File: config.mk
export PLATFORM = sky130hd
export DESIGN_NAME = riscv_multicycle_control
export DESIGN_NICKNAME = d
export VERILOG_FILES = /design/src/rtl/riscv_multicycle_control.sv
export SDC_FILE = /design/constraint.sdc
export NUM_CORES = 1
export LEC_CHECK = 0
export ABC_CLOCK_PERIOD_IN_PS = 4300
export CELL_PAD_IN_SITES_DETAIL_PLACEMENT = 0
export CELL_PAD_IN_SITES_GLOBAL_PLACEMENT = 2
export CORE_AREA = 2 2 119 75
export DETAILED_ROUTE_END_ITERATION = 10
export DIE_AREA = 0 0 121 77
export PLACE_DENSITY = 0.8
export SLEW_MARGIN = 20
export SYNTH_ARGS = -nofsm -noshare
export SYNTH_HDL_FRONTEND = slang
export SYNTH_SLANG_ARGS = --single-unit
File: constraint.sdc
create_clock -name clk -period 4.3 [get_ports clk]
set_input_delay 0.43 -clock clk [delete_from_list [all_inputs] [get_ports clk]]
set_output_delay 0.43 -clock clk [all_outputs]
set_load 0.02 [all_outputs]
File: src/rtl/riscv_multicycle_control.sv
`default_nettype none
// ============================================================================
// Module      : riscv_multicycle_control
// Description : Multi-cycle RV32I control sequencer. Steps each instruction
//               through FETCH/DECODE/EXEC/MEM/WB using a ready handshake to a
//               shared memory, with a memory-timeout watchdog, an
//               illegal-opcode trap and a retired-instruction counter.
// Revision    : 1.0 - initial release
// ============================================================================
module riscv_multicycle_control #(
    parameter int MEM_TIMEOUT = 255,
    parameter int TO_W        = 8,
    parameter int CNT_W       = 32
) (
    input  logic             clk,
    input  logic             reset,
    input  logic [6:0]       opcode,
    input  logic             mem_ready,
    output logic             Branch,
    output logic             Jump,
    output logic             PCWrite,
    output logic             IRWrite,
    output logic             IorD,
    output logic             MemRead,
    output logic             MemWrite,
    output logic             RegWrite,
    output logic             MemToReg,
    output logic             ALUSrc,
    output logic [1:0]       ALUOp,
    output logic             trap,
    output logic [1:0]       trap_cause,
    output logic [CNT_W-1:0] instret
);

    localparam logic [6:0] OP_R      = 7'b0110011;
    localparam logic [6:0] OP_I      = 7'b0010011;
    localparam logic [6:0] OP_LOAD   = 7'b0000011;
    localparam logic [6:0] OP_STORE  = 7'b0100011;
    localparam logic [6:0] OP_BRANCH = 7'b1100011;
    localparam logic [6:0] OP_LUI    = 7'b0110111;
    localparam logic [6:0] OP_AUIPC  = 7'b0010111;
    localparam logic [6:0] OP_JAL    = 7'b1101111;
    localparam logic [6:0] OP_JALR   = 7'b1100111;

    localparam logic [1:0] CAUSE_ILLEGAL = 2'b01;
    localparam logic [1:0] CAUSE_TIMEOUT = 2'b10;

    // Final watchdog value at which a still-missing mem_ready means timeout
    localparam logic [TO_W-1:0] TO_LAST = TO_W'(MEM_TIMEOUT - 1);

    typedef enum logic [2:0] {
        S_FETCH  = 3'd0,
        S_DECODE = 3'd1,
        S_EXEC   = 3'd2,
        S_MEM    = 3'd3,
        S_WB     = 3'd4,
        S_TRAP   = 3'd5
    } state_t;

    state_t          state;
    state_t          next_state;
    logic [6:0]      op_q;
    logic [TO_W-1:0] watchdog;
    logic            retire;
    logic [1:0]      next_cause;
    logic            opcode_legal;
    logic            timed_out;

    assign opcode_legal = (opcode == OP_R)      || (opcode == OP_I)      ||
                          (opcode == OP_LOAD)   || (opcode == OP_STORE)  ||
                          (opcode == OP_BRANCH) || (opcode == OP_LUI)    ||
                          (opcode == OP_AUIPC)  || (opcode == OP_JAL)    ||
                          (opcode == OP_JALR);

    assign timed_out = !mem_ready && (watchdog == TO_LAST);
    assign trap      = (state == S_TRAP);

    // State, latched opcode, watchdog, retire counter and trap cause
    always_ff @(posedge clk or posedge reset) begin
        if (reset) begin
            state      <= S_FETCH;
            op_q       <= 7'd0;
            watchdog   <= '0;
            instret    <= '0;
            trap_cause <= 2'b00;
        end else begin
            state <= next_state;
            if (state == S_DECODE) begin
                op_q <= opcode;
            end
            // Count only consecutive unanswered cycles of the same request
            if ((state == S_FETCH || state == S_MEM) && !mem_ready &&
                next_state == state) begin
                watchdog <= watchdog + 1'b1;
            end else begin
                watchdog <= '0;
            end
            if (retire) begin
                instret <= instret + 1'b1;
            end
            if (state != S_TRAP && next_state == S_TRAP) begin
                trap_cause <= next_cause;
            end
        end
    end

    // Next-state and datapath enables decoded from state and latched opcode
    always_comb begin
        next_state = state;
        retire     = 1'b0;
        next_cause = 2'b00;
        Branch     = 1'b0;
        Jump       = 1'b0;
        PCWrite    = 1'b0;
        IRWrite    = 1'b0;
        IorD       = 1'b0;
        MemRead    = 1'b0;
        MemWrite   = 1'b0;
        RegWrite   = 1'b0;
        MemToReg   = 1'b0;
        ALUSrc     = 1'b0;
        ALUOp      = 2'b00;
        case (state)
            S_FETCH: begin
                MemRead = 1'b1;
                if (mem_ready) begin
                    IRWrite    = 1'b1;
                    PCWrite    = 1'b1;
                    next_state = S_DECODE;
                end else if (timed_out) begin
                    next_state = S_TRAP;
                    next_cause = CAUSE_TIMEOUT;
                end
            end
            S_DECODE: begin
                if (opcode_legal) begin
                    next_state = S_EXEC;
                end else begin
                    next_state = S_TRAP;
                    next_cause = CAUSE_ILLEGAL;
                end
            end
            S_EXEC: begin
                next_state = S_WB;
                case (op_q)
                    OP_I: begin
                        ALUSrc = 1'b1;
                    end
                    OP_LOAD, OP_STORE: begin
                        ALUSrc     = 1'b1;
                        ALUOp      = 2'b10;
                        next_state = S_MEM;
                    end
                    OP_BRANCH: begin
                        Branch     = 1'b1;
                        ALUOp      = 2'b01;
                        retire     = 1'b1;
                        next_state = S_FETCH;
                    end
                    OP_LUI, OP_AUIPC: begin
                        ALUSrc = 1'b1;
                        ALUOp  = 2'b11;
                    end
                    OP_JAL, OP_JALR: begin
                        Jump   = 1'b1;
                        ALUSrc = 1'b1;
                        ALUOp  = 2'b11;
                    end
                    default: begin
                        ALUOp = 2'b00;
                    end
                endcase
            end
            S_MEM: begin
                IorD = 1'b1;
                if (op_q == OP_LOAD) begin
                    MemRead = 1'b1;
                end else begin
                    MemWrite = 1'b1;
                end
                if (mem_ready) begin
                    if (op_q == OP_LOAD) begin
                        next_state = S_WB;
                    end else begin
                        retire     = 1'b1;
                        next_state = S_FETCH;
                    end
                end else if (timed_out) begin
                    next_state = S_TRAP;
                    next_cause = CAUSE_TIMEOUT;
                end
            end
            S_WB: begin
                RegWrite   = 1'b1;
                MemToReg   = (op_q == OP_LOAD);
                retire     = 1'b1;
                next_state = S_FETCH;
            end
            default: begin
                next_state = S_TRAP;
            end
        endcase
    end

endmodule
`default_nettype wire

After elaboration in Yosys (flattened, before gate mapping)

Cells that the tools add are included.

Register bits: 52
Input port bits: 10

Add/sub/neg operators: 2
Eq/ne operators: 26
Multiplexer cells: 31
Reduce and logical (&&, ||, !) cells: 20

Operator list:

| cell                    | number |
|---|---|
| $eq A7 B7 Y1 const B    | 6 |
| $eq A7 B6 Y1 const B    | 5 |
| $add A32 B1 Y32 const B | 1 |
| $eq A7 B5 Y1 const B    | 4 |
| $mux W1                 | 16 |
| $mux W3                 | 5 |
| $pmux W3 S5             | 1 |
| $eq A7 B2 Y1 const B    | 2 |
| $eq A3 B3 Y1 const B    | 3 |
| $logic_or A1 B1 Y1      | 9 |
| $add A8 B1 Y8 const B   | 1 |
| $eq A8 B8 Y1 const B    | 1 |
| $mux W8                 | 1 |
| $reduce_or A7 Y1        | 1 |
| $eq A3 B2 Y1 const B    | 2 |
| $mux W2                 | 3 |
| $pmux W2 S3             | 1 |
| $pmux W3 S2             | 1 |
| $reduce_or A2 Y1        | 3 |
| $logic_and A1 B1 Y1     | 4 |
| $pmux W2 S2             | 1 |
| $reduce_or A4 Y1        | 1 |
| $eq A3 B1 Y1 const B    | 1 |
| $eq A3 B3 Y1            | 1 |
| 5 further kinds         | 5 |

Depth between registers and ports, before layout

Gate-level depths: netlist of run 1.

Depth after elaboration: 14
Gate-level depth with buffers: 7
Mapped depth without buffers: 7

Worst setup path after synthesis of run 1

No wires, ideal clock.

Path type: register to output
Start point: register state[2]
End point: output port ALUSrc
Arrival time: 1.647 ns
Slack: 2.223 ns
Cell stages (with the launch flop): 6
Path buffers: 1
Cells stage by stage: dfrtp_1 buf_2 or3b_2 inv_1 nand2_1 o21ai_0

Word-level cells in the longest chain between the ends: 2

Ends and longest elaborated chain:

| element                  | RTL line | RTL |
|---|---|---|
| start: declaration       | 60       | `state_t state;` |
| start signal: assignment | 87       | `state <= next_state;` |
| $eq A3 B2 Y1             | 123      | `case (state)` |
| $mux W1                  | 123      |  |
| end: declaration         | 28       | `output logic ALUSrc,` |

Every way passes these cells.

Worst setup path after layout of run 1

Start point: register state[2]
End point: output port ALUOp[1]

Word-level cells in the longest chain between the ends: 2

Ends and longest elaborated chain:

| element          | RTL line | RTL |
|---|---|---|
| $eq A3 B2 Y1     | 123      |  |
| $mux W2          | 123      |  |
| end: declaration | 29       | `output logic [1:0] ALUOp,` |

Every way passes these cells.

==> results of run 1 <==
## registers in the layout, summed over array words and instances (netlist names)
register and cells:
state 3, instret 32, trap_cause 2, watchdog 8, op_q 7
## per-layer routing
layer,vias to the layer above,track usage [%]
met5,-,0
met4,0,3.605
met3,8,4.167
met2,37,20.84
met1,1063,24.20
li1,1063,-
## worst paths after layout
check / from / end / slack [ns] / cells past startpoint
min reg2reg: instret[31] / instret[31] / 0.49 / 1
max reg2reg: op_q[3] / instret[17] / 1.98 / 5
max in group asynchronous: reset / watchdog[4] / 3.18 / 3
max: state[2] / ALUOp[1] / 1.32 / 6
min: instret[31] / instret[31] / 0.49 / 1
min in group asynchronous: reset / instret[20] / 0.64 / 3
## synthesized netlist by cell type, drive strengths merged (2+ instances only)
master   n  area, µm²
and3     4      25.02
nor4     4      37.53
inv      9      33.78
nor2    19      71.32
nand2   19      71.32
dfrtp   52       1301
a21o     2      15.01
nor2b    4      25.02
nor3    10      55.05
ha       3      37.54
nand2b   4      25.02
a21oi    3      15.01
or2      3      18.77
and4     3      26.28
nand4   12      75.07
o21a     2      15.01
or4b     2      20.02
o22ai    2      12.51
clkbuf   2      7.510
or3      3      18.77
mux2     7      78.83
o21ai    8      40.03
xnor2   26      227.7
nand3b   2      15.01
buf      6      38.79
nand3   23      115.1
or3b     2      17.52
a311o    2      20.02
xor2    11      96.34
o21bai   2      15.01
nand4b   2      17.52
## stage by stage
stage	instance area, µm²	cells	hold WS, ns
after floorplan	2714	266	0.4547
after global placement	3391	429	0.4625
after detailed placement	3391	429	0.4682
after CTS	3543	436	0.4851
after global routing	3543	436	0.5171
final	3543	436	0.4863
## cell families (layout without fill, tap and decap cells)
| group | count (synthesis) | in the layout | share of synthesized area (%) |
|---|---|---|---|
| multiplexers | 7 | 7 | 2.905 |
| buffers and inverters | 17 | 75 | 2.951 |
| adder cells (fa/ha/maj) | 3 | 3 | 1.383 |
| AO/OA/AOI/OAI | 30 | 30 | 7.607 |
| AND/OR/NAND/NOR | 120 | 120 | 25.27 |
| flip-flops | 52 | 52 | 47.95 |
| XOR/XNOR | 37 | 37 | 11.94 |
## cell type report
class / instances / area (µm²)
Inverter: 9 / 33.78
Clock buffer: 7 / 152.6
Fill cell: 808 / 4687
Multi-Input combinational cell: 197 / 1333
Tap cell: 112 / 140.1
Timing Repair Buffer: 59 / 583.1
Sequential cell: 52 / 1301
## worst max-delay path, delay by kind of cell (launching register included)
| kind | cells | cell delay, ns |
|---|---|---|
| AO/OA/AOI/OAI | 2 | 0.28 |
| buffers and inverters | 2 | 0.77 |
| AND/OR/NAND/NOR | 2 | 0.70 |
| flip-flops | 1 | 0.50 |
## report_power, final
part | internal, mW | total (mW) | leakage [nW] | switching, mW
clock network | 0.245 | 0.420 | 0.0760 | 0.176
registers | 0.489 | 0.489 | 0.669 | 0
logic | 0.00975 | 0.0254 | 0.584 | 0.0157
==> metrics.md, run 1 <==
| Metric | Value |
|---|---|
| Status | finished, final reports clean |
| Worst path slowest cell | clkdlybuf4s50_1 |
| I/O Pins | 57 |
| Via count | between 2000 and 2500 |
| RSZ-0062 raised after global routing | no |
| Most common cell after layout, fill and taps aside | clkdlybuf4s50_1 |
| DR pass1 iterations | 4 |
| GRT Total Usage | 15.50% |
| Class of the worst hold path | flop to flop |
| PwrDens | 263.8 mW/mm² |
| H-Tree Depth | 2 |
| Antenna violation net count after detailed routing | 0 |
| Slew at the pin closest to its max-slew limit | 0.7745 ns |
| HPWL Detailed | around 5000 µm |
| Total power draw | between 0.9 and 1 mW |
| Cts bufs inserted | 5 |
| DIE HEIGHT | 77 µm |
| CTS tree | yes |
| Distinct cells, synth | 49 |
| Met2 wire length | approximately 2600 µm |
| Worst vdd ir | 0.0001112 V |
| CP Class | flop to output port |
| Hold_buf cts | 0 |
| Drt drc | 0 |
| Largest stage delay, worst path | 0.64 ns |
| Routed WL per cell | 15.47 µm |
| Crit. End Element | output port |
| Post-synth EDFFs | 0 |
| Synth Flop Type | dfrtp_1 |
| Worst EP required | 3.87 ns |
| Buffers on Ports | 56 |
| Critical path peak fanout | 12 |
| Max frequency | approximately 340 MHz |
| Highest routed layer | met4 |
| Largest net degree at the start of global routing | 53 |
| Setup TNS | 0 ns |
| DRT Wirelength | 6743 µm |
| Syn_area_per_cell | 10.20 µm² |
| Longest Clk Path Bufs | 2 |
| Slew margin rel. | 48.02% |
| Ys async rst share | between 90% and 100% |
| Postcts setup bufs | 0 |
| Starting DRT DRC Count | 85 |
| Cell count after synthesis | 266 |
| Die X | ~120 µm |
| Die area | slightly above 0.009 mm² |
| Max-slew violation count | 0 |
| First-pass GRT wire length | 11430 µm |
| Final setup fails | 0 |
| Final worst setup slack | 1.323 ns |
| Area growth syn-to-layout | 30.57% |
| Net count, final | 337 |
| Worst Clk Skew | 0.003315 ns |
| Synth Net Count | 279 |
| DRT met1 WL | 3764 µm |
| Nature of the critical path startpoint | flop |
| Vias in the first global route | about 2200 |
| CTS root buf | clkbuf_16 |
| Number of warnings issued by yosys | 0 |
| # diodes | 0 |
| Metal3 WL | about 280 µm |
| Post-Syn Area | 0.002714 mm² |
| Synth Register Bits | 52 |
| LEAKAGE | 1.330 nW |
| Most frequent cells in the layout | 56 x clkdlybuf4s50_1, 52 x dfrtp_1, 26 x xnor2_1 |
| Share of layout cells above drive strength 1 | 8.333% |
| Clock Pin Slew Worst Setup and Hold Paths | 0.07 ns |
| Vias per cell | 4.979 |
| Initial core utilization | 32.97% |
| CP arrival | between 2 and 3 ns |
| Core area | 0.008230 mm² |
| GPL Wtd Cong | about 0.8 |
| Seq/Total Area, Yosys | 47.95% |
| Grt ovf | 0 |
| Worst setup slack after placement | around 1.7 ns |
| Final core utilization | 43.05% |
| Clock latency at the later pin of the worst-skew pair | 0.29 ns |
| Fin. Hold Viols | 0 |
| Final period utilization | 69.24% |
| Initial antenna violation count | 0 |
| Post_cts resized | 0 |
| Max-cap violations | 0 |
| Worst path cell trace | or3b_2 > inv_1 > nand4_1 > a21o_1 > o21ai_0 > clkdlybuf4s50_1 |
| Final Critical Period | between 2 and 3 ns |
| Clock sink total | 52 |
| # rows | 26 |
No activity file was read; power rests on OpenSTA's default activity.
==> run 2, diff against run 1 <==
ABC_CLOCK_PERIOD_IN_PS = 3100   (was 4300)
CORE_AREA = 2 2 122 77   (was 2 2 119 75)
DIE_AREA = 0 0 124 79   (was 0 0 121 77)
PLACE_DENSITY = 0.77   (was 0.8)
clock period = 3.1 ns   (was 4.3 ns; I/O delays follow)
==> run 2 against run 1 <==
Effect of this change:
- worst setup slack lost 1.0 ns
- total power is 43% higher
- first-iteration DRC count up 73%
- register-to-register slack got worse by 1.2 ns
- critical endpoint is now ALUSrc
- largest cell class unchanged
==> metrics.md, run 2 (synthesized netlist as in run 1, its figures left out) <==
| Metric | Value |
|---|---|
| Status | finished, final reports clean (unchanged) |
| RSZ-0062 raised after global routing | no (unchanged) |
| Worst path slowest cell | clkdlybuf4s50_1 (unchanged) |
| Max FFs per register | 32 (unchanged) |
| H-Tree Depth | 2 (unchanged) |
| Starting DRT DRC Count | 147 (was 85) |
| Clock latency at the later pin of the worst-skew pair | 0.29 ns (about the same) |
| Post_cts resized | 0 (unchanged) |
| Max-cap violations | 0 (unchanged) |
| First-pass GRT wire length | 11050 µm (was 11430 µm) |
| Slew at the pin closest to its max-slew limit | 0.7198 ns (was 0.7745 ns) |
| Initial core utilization | 30.90% (was 32.97%) |
| CP bufs+invs | 2 (unchanged) |
| Largest stage delay, worst path | 0.63 ns (was 0.64 ns) |
| LEAKAGE | 1.345 nW (was 1.330 nW) |
| CP Class | flop to output port (unchanged) |
| Class of the worst hold path | input port to async pin (was flop to flop) |
| Cts bufs inserted | 5 (unchanged) |
| # diodes | 0 (unchanged) |
| Die X | 124 µm (was 121 µm) |
| GRT Total Usage | 14.83% (was 15.50%) |
| Sw frac | 19.94% (was 20.47%) |
| Vias in the first global route | 2028 (was 2171) |
| Crit. End Element | output port (unchanged) |
| Largest net degree at the start of global routing | 23 (was 53) |
| HPWL Detailed | 5099 µm (was 4961 µm) |
| DRT Wirelength | 6866 µm (was 6743 µm) |
| Top Family by Delay on Critical Path | buffers and inverters (unchanged) |
| Worst vdd ir | 0.0003044 V (was 0.0001112 V) |
| Nature of the critical path startpoint | flop (unchanged) |
| # rows | 27 (was 26) |
| Reg power frac | 50.6% (was 52.3%) |
| Slew margin rel. | 51.76% (was 48.02%) |
| Longest Clk Path Bufs | 2 (unchanged) |
| Switch Pwr | 0.2671 mW (was 0.1913 mW) |
| Worst EP required | 2.79 ns (was 3.87 ns) |
| Clock Pin Slew Worst Setup and Hold Paths | 0.07 ns (about the same) |
| Max frequency | between 300 and 400 MHz |
| Final period utilization | 90.86% |
| Hold slack | 0.3423 ns (was 0.4863 ns) |
| Final Critical Period | ~2.8 ns |
| Grt ovf | 0 (unchanged) |
| Levels on crit path | 6 (unchanged) |
| Comb power frac | 2.8% (was 2.7%) |
| Worst Clk Skew | 0.007501 ns (was 0.003315 ns) |
| Setup TNS | 0 ns (unchanged) |
| Critical path peak fanout | 12 (unchanged) |
| Most common cell after layout, fill and taps aside | clkdlybuf4s50_1 (unchanged) |
| Share of layout cells above drive strength 1 | 8.869% (was 8.333%) |
| Worst path cell trace | or3b_2 > inv_1 > nand4_1 > a21o_1 > o21ai_0 > clkdlybuf4s50_1 (unchanged) |
| Core area | 0.008783 mm² (was 0.008230 mm²) |
| Clock share of power | 46.6% (was 45.0%) |
| CP arrival | 2.51 ns (was 2.55 ns) |
| Internal | 1.073 mW (was 0.7434 mW) |
| DR pass1 iterations | 4 (unchanged) |
| Final setup fails | 0 (unchanged) |
| DIE HEIGHT | 79 µm (was 77 µm) |
| Largest Register | instret (unchanged) |
| Biggest registers after layout | instret x32, watchdog x8, op_q x7 (unchanged) |
| Clock sink total | 52 (unchanged) |
| Area growth syn-to-layout | 31.72% (was 30.57%) |
| Vias per cell | 4.962 (was 4.979) |
| Drt drc | 0 (unchanged) |
| Max-slew violation count | 0 (unchanged) |
| Net count, final | 339 (was 337) |
| Most frequent cells in the layout | 56 x clkdlybuf4s50_1, 52 x dfrtp_1, 26 x xnor2_1 (unchanged) |
| Buffers on Ports | 56 (unchanged) |
| Via count | 2198 (was 2171) |
| Antenna violation net count after detailed routing | 0 (unchanged) |
| Routed WL per cell | 15.50 µm (was 15.47 µm) |
| Worst r2r path cells | 5 (unchanged) |
| PwrDens | 374.8 mW/mm² (was 263.8 mW/mm²) |
| CTS tree | yes (unchanged) |
| Fin. Hold Viols | 0 (unchanged) |
| Initial antenna violation count | 0 (unchanged) |
| Die area | 0.009796 mm² (was 0.009317 mm²) |
| Hold_buf cts | 0 (unchanged) |
| Fillers | 877 (was 808) |
| CTS root buf | clkbuf_16 (unchanged) |
| I/O Pins | 57 (unchanged) |
| GPL Wtd Cong | 0.8494 (was 0.7999) |
| Postcts setup bufs | 0 (unchanged) |
==> run 2: cell count changes in the layout (fill, tap and decap cells not counted) <==
cell and delta:
clkbuf_1 +1, clkbuf_8 -2, bufinv_16 +1, clkinv_2 +1, buf_4 +2
==> run 2: area by class of cell <==
type                       count  area, µm²  area share, %
inverter                       9      33.78         0.9450
sequential                    52       1301          36.40
clock inverter                 2      35.03         0.9800
clock buffer                   6      128.9          3.605
tap                          116      145.1          4.060
timing repair buffer          61      598.1          16.73
multi-input combinational    197       1333          37.28
==> run 2: power groups by stage <==
stage                     clock [mW]  sequential (mW)  combinational, mW
after floorplan                    0            0.691             0.0147
after global placement             0            0.691             0.0383
after detailed placement           0            0.691             0.0381
after CTS                      0.642            0.678             0.0381
after global routing           0.671            0.677             0.0414
final                          0.625            0.678             0.0369
==> run 2: path summary, 6_finish.rpt <==
| check | startpoint | end | slack, ns |
|---|---|---|---|
| worst min-delay path | reset | instret[13] | 0.34 |
| min in group clk | watchdog[0] | watchdog[0] | 0.49 |
| worst max-delay path | state[2] | ALUSrc | 0.28 |
| worst min register to register | watchdog[0] | watchdog[0] | 0.49 |
| max in group asynchronous | reset | instret[4] | 2.09 |
| worst max register to register | op_q[4] | instret[17] | 0.78 |
==> run 2: through the flow <==
step	cell area (µm²)	instances	setup WS [ns]	utilization [%]	power, mW
after floorplan	2714	266	1.101	-	0.7059
after global placement	3411	435	0.6225	38.83	0.7294
after detailed placement	3411	435	0.5965	38.83	0.7292
after CTS	3575	443	0.2742	40.70	1.358
after global routing	3575	443	0.1766	40.70	1.390
final	3575	443	0.2833	40.70	1.340
==> run 2: routing by layer <==
layer,part of all wire [%],vias up,GRT usage (%)
li1,-,1072,-
met1,56,1065,24.49
met2,38,55,18.46
met3,5.5,6,3.879
met4,0.96,0,3.483
met5,0,-,0
==> run 2: worst register-to-register path: cells and delay by family, from the launching register on <==
family	cells	cell delay [ns]
AO/OA/AOI/OAI	2	0.72
XOR/XNOR	1	0.14
flip-flops	1	0.46
AND/OR/NAND/NOR	2	0.90
==> run 3, diff against run 2 <==
CELL_PAD_IN_SITES_DETAIL_PLACEMENT = 1   (was 0)
CELL_PAD_IN_SITES_GLOBAL_PLACEMENT = 1   (was 2)
CORE_AREA = 2 2 111 70   (was 2 2 122 77)
DIE_AREA = 0 0 113 72   (was 0 0 124 79)
PLACE_DENSITY = 0.76   (was 0.77)
SKIP_CTS_REPAIR_TIMING = 1   (was unset)
==> run 3 against run 2 <==
Effect of this change:
- the flow now finishes with violations (design-rule violations)
- flip-flop and latch count unchanged
- clock power down 7.8%
- global-route usage up 4.9 points
- sequential power about the same
- cell count down 5.9%
- non-clock buffer count down 1
- wire length up 9.4%
- maximum frequency down 2.1%
- clock skew up 0.0053 ns
- critical endpoint is now ALUOp[1]
==> metrics.md, run 3 (synthesized netlist as in run 1, its figures left out) <==
| Metric | Value |
|---|---|
| Status | finished, violations left (was finished, final reports clean) |
| Violated checks | design-rule violations |
| DIE HEIGHT | 72 µm (was 79 µm) |
| Biggest registers after layout | instret x32, watchdog x8, op_q x7 (unchanged) |
| Max frequency | 347.5 MHz (was 355.0 MHz) |
| Most frequent cells in the layout | 56 x clkdlybuf4s50_1, 52 x dfrtp_1, 26 x xnor2_1 (unchanged) |
| R2R Setup Slk | 0.75 ns (was 0.78 ns) |
| Fin. Hold Viols | 0 (unchanged) |
| Layout Cells excl Fill | 417 (was 443) |
| Final core utilization | 49.66% (was 40.70%) |
| GRT Total Usage | 19.75% (was 14.83%) |
| Worst vdd ir | 0.0002250 V (was 0.0003044 V) |
| Cts bufs inserted | 5 (unchanged) |
| Final Critical Period | 2.878 ns (was 2.817 ns) |
| Worst r2r src | op_q[4] (unchanged) |
| Setup TNS | 0 ns (unchanged) |
| Final worst setup slack | 0.2223 ns (was 0.2833 ns) |
| Clock latency at the later pin of the worst-skew pair | 0.31 ns (was 0.29 ns) |
| Worst setup slack after placement | 0.5739 ns (was 0.5965 ns) |
| DRT Wirelength | 7514 µm (was 6866 µm) |
| Fillers | 797 (was 877) |
| Worst path slowest cell | clkdlybuf4s50_1 (unchanged) |
| CTS root buf | clkbuf_16 (unchanged) |
| I/O Pins | 57 (unchanged) |
| Via count | 2249 (was 2198) |
| Routed WL per cell | 18.02 µm (was 15.50 µm) |
| Worst r2r path cells | 5 (unchanged) |
| Final period utilization | 92.83% (was 90.86%) |
| # diodes | 0 (unchanged) |
| HPWL Detailed | 5629 µm (was 5099 µm) |
| Worst path cell trace | or3b_2 > inv_1 > nand4_1 > a21o_1 > o21ai_0 > clkdlybuf4s50_1 (unchanged) |
| CP Class | flop to output port (unchanged) |
| # rows | 24 (was 27) |
| Final setup fails | 0 (unchanged) |
| Cells after DPL | 409 (was 435) |
| Max-slew violation count | 0 (unchanged) |
| Worst EP required | 2.79 ns (about the same) |
| PwrDens | 366.7 mW/mm² (was 374.8 mW/mm²) |
| Area growth syn-to-layout | 29.69% (was 31.72%) |
| Longest Clk Path Bufs | 2 (unchanged) |
| CTS tree | yes (unchanged) |
| Vias in the first global route | 2322 (was 2028) |
| Critical path peak fanout | 12 (unchanged) |
| GPL Wtd Cong | 0.9152 (was 0.8494) |
| Clock Pin Slew Worst Setup and Hold Paths | 0.08 ns (was 0.07 ns) |
| Slew margin rel. | 48.74% (was 51.76%) |
| Class of the worst hold path | input port to async pin (unchanged) |
| Die X | 113 µm (was 124 µm) |
| Slew at the pin closest to its max-slew limit | 0.7638 ns (was 0.7198 ns) |
| Multi-input logic area | 0.001333 mm² (unchanged) |
| DR pass1 iterations | 7 (was 4) |
| Net count, final | 338 (was 339) |
| LEAKAGE | 1.333 nW (was 1.345 nW) |
| Largest Register | instret (unchanged) |
| Core area | 0.007087 mm² (was 0.008783 mm²) |
| Antenna violation net count after detailed routing | 0 (unchanged) |
| RR Endpoint | instret[17] (unchanged) |
| Initial core utilization | 38.29% (was 30.90%) |
| Max FFs per register | 32 (unchanged) |
| Starting DRT DRC Count | 162 (was 147) |
| Buffers on Ports | 56 (unchanged) |
| Nature of the critical path startpoint | flop (unchanged) |
| Max-cap violations | 0 (unchanged) |
| Most common cell after layout, fill and taps aside | clkdlybuf4s50_1 (unchanged) |
| Initial antenna violation count | 0 (unchanged) |
| Largest stage delay, worst path | 0.63 ns (about the same) |
| Worst Clk Skew | 0.01276 ns (was 0.007501 ns) |
| Grt ovf | 0 (unchanged) |
| Sequential cell area | 0.001301 mm² (unchanged) |
| Clock sink total | 52 (unchanged) |
| Vias per cell | 5.393 (was 4.962) |
| H-Tree Depth | 2 (unchanged) |
| RSZ-0062 raised after global routing | no (unchanged) |
| Largest net degree at the start of global routing | 35 (was 23) |
| Share of layout cells above drive strength 1 | 8.896% (was 8.869%) |
| CP arrival | 2.57 ns (was 2.51 ns) |
| Total power draw | 1.291 mW (was 1.340 mW) |
| First-pass GRT wire length | 12440 µm (was 11050 µm) |
| Crit. End Element | output port (unchanged) |
| Drt drc | 2 (was 0) |
| Die area | 0.008136 mm² (was 0.009796 mm²) |
==> run 3: per-layer routing <==
layer,global-route usage (%),up-vias,wire (µm)
met3,4.762,9,382
li1,-,1067,-
met1,29.63,1114,3871
met4,6.504,0,112
met2,28.01,59,3148
met5,0,-,0
==> run 3: through the flow <==
step                cell area (µm²)  hold slack (ns)
finish                         3520           0.4497
global route                   3520           0.5141
CTS                            3520           0.4840
detailed placement             3372           0.4707
global placement               3372           0.4680
floorplan                      2714           0.4547
==> run 3: worst max-delay path by stage <==
stage | start | endpoint | slack, ns | depth (start not counted)
after global placement | state[2] | ALUOp[1] | 0.64 | 6
after CTS | state[2] | ALUOp[1] | 0.24 | 6
after floorplan | state[2] | instret[17] | 1.10 | 6
final | state[2] | ALUOp[1] | 0.22 | 6
after global routing | state[2] | ALUSrc | 0.1 | 6
after detailed placement | state[2] | ALUOp[1] | 0.57 | 6
==> run 3: cell type report <==
class / instances / share of cell area, %
inverter: 9 / 0.9598
multi-input combinational: 197 / 37.86
tap: 91 / 3.235
timing repair buffer: 60 / 16.78
clock inverter: 3 / 0.6399
clock buffer: 5 / 3.555
sequential: 52 / 36.97
==> run 3: critical path, delay by kind of cell (launching register included) <==
family	cells	cell delay (ns)
buf+inv	2	0.76
flops	1	0.50
compound gates	2	0.28
simple gates	2	0.72
==> run 3: report_power, final <==
part	total [mW]	switching, mW	internal, mW
sequential	0.678	0	0.678
combinational	0.0366	0.0223	0.0143
clock	0.576	0.273	0.303
total	1.29	0.296	0.995
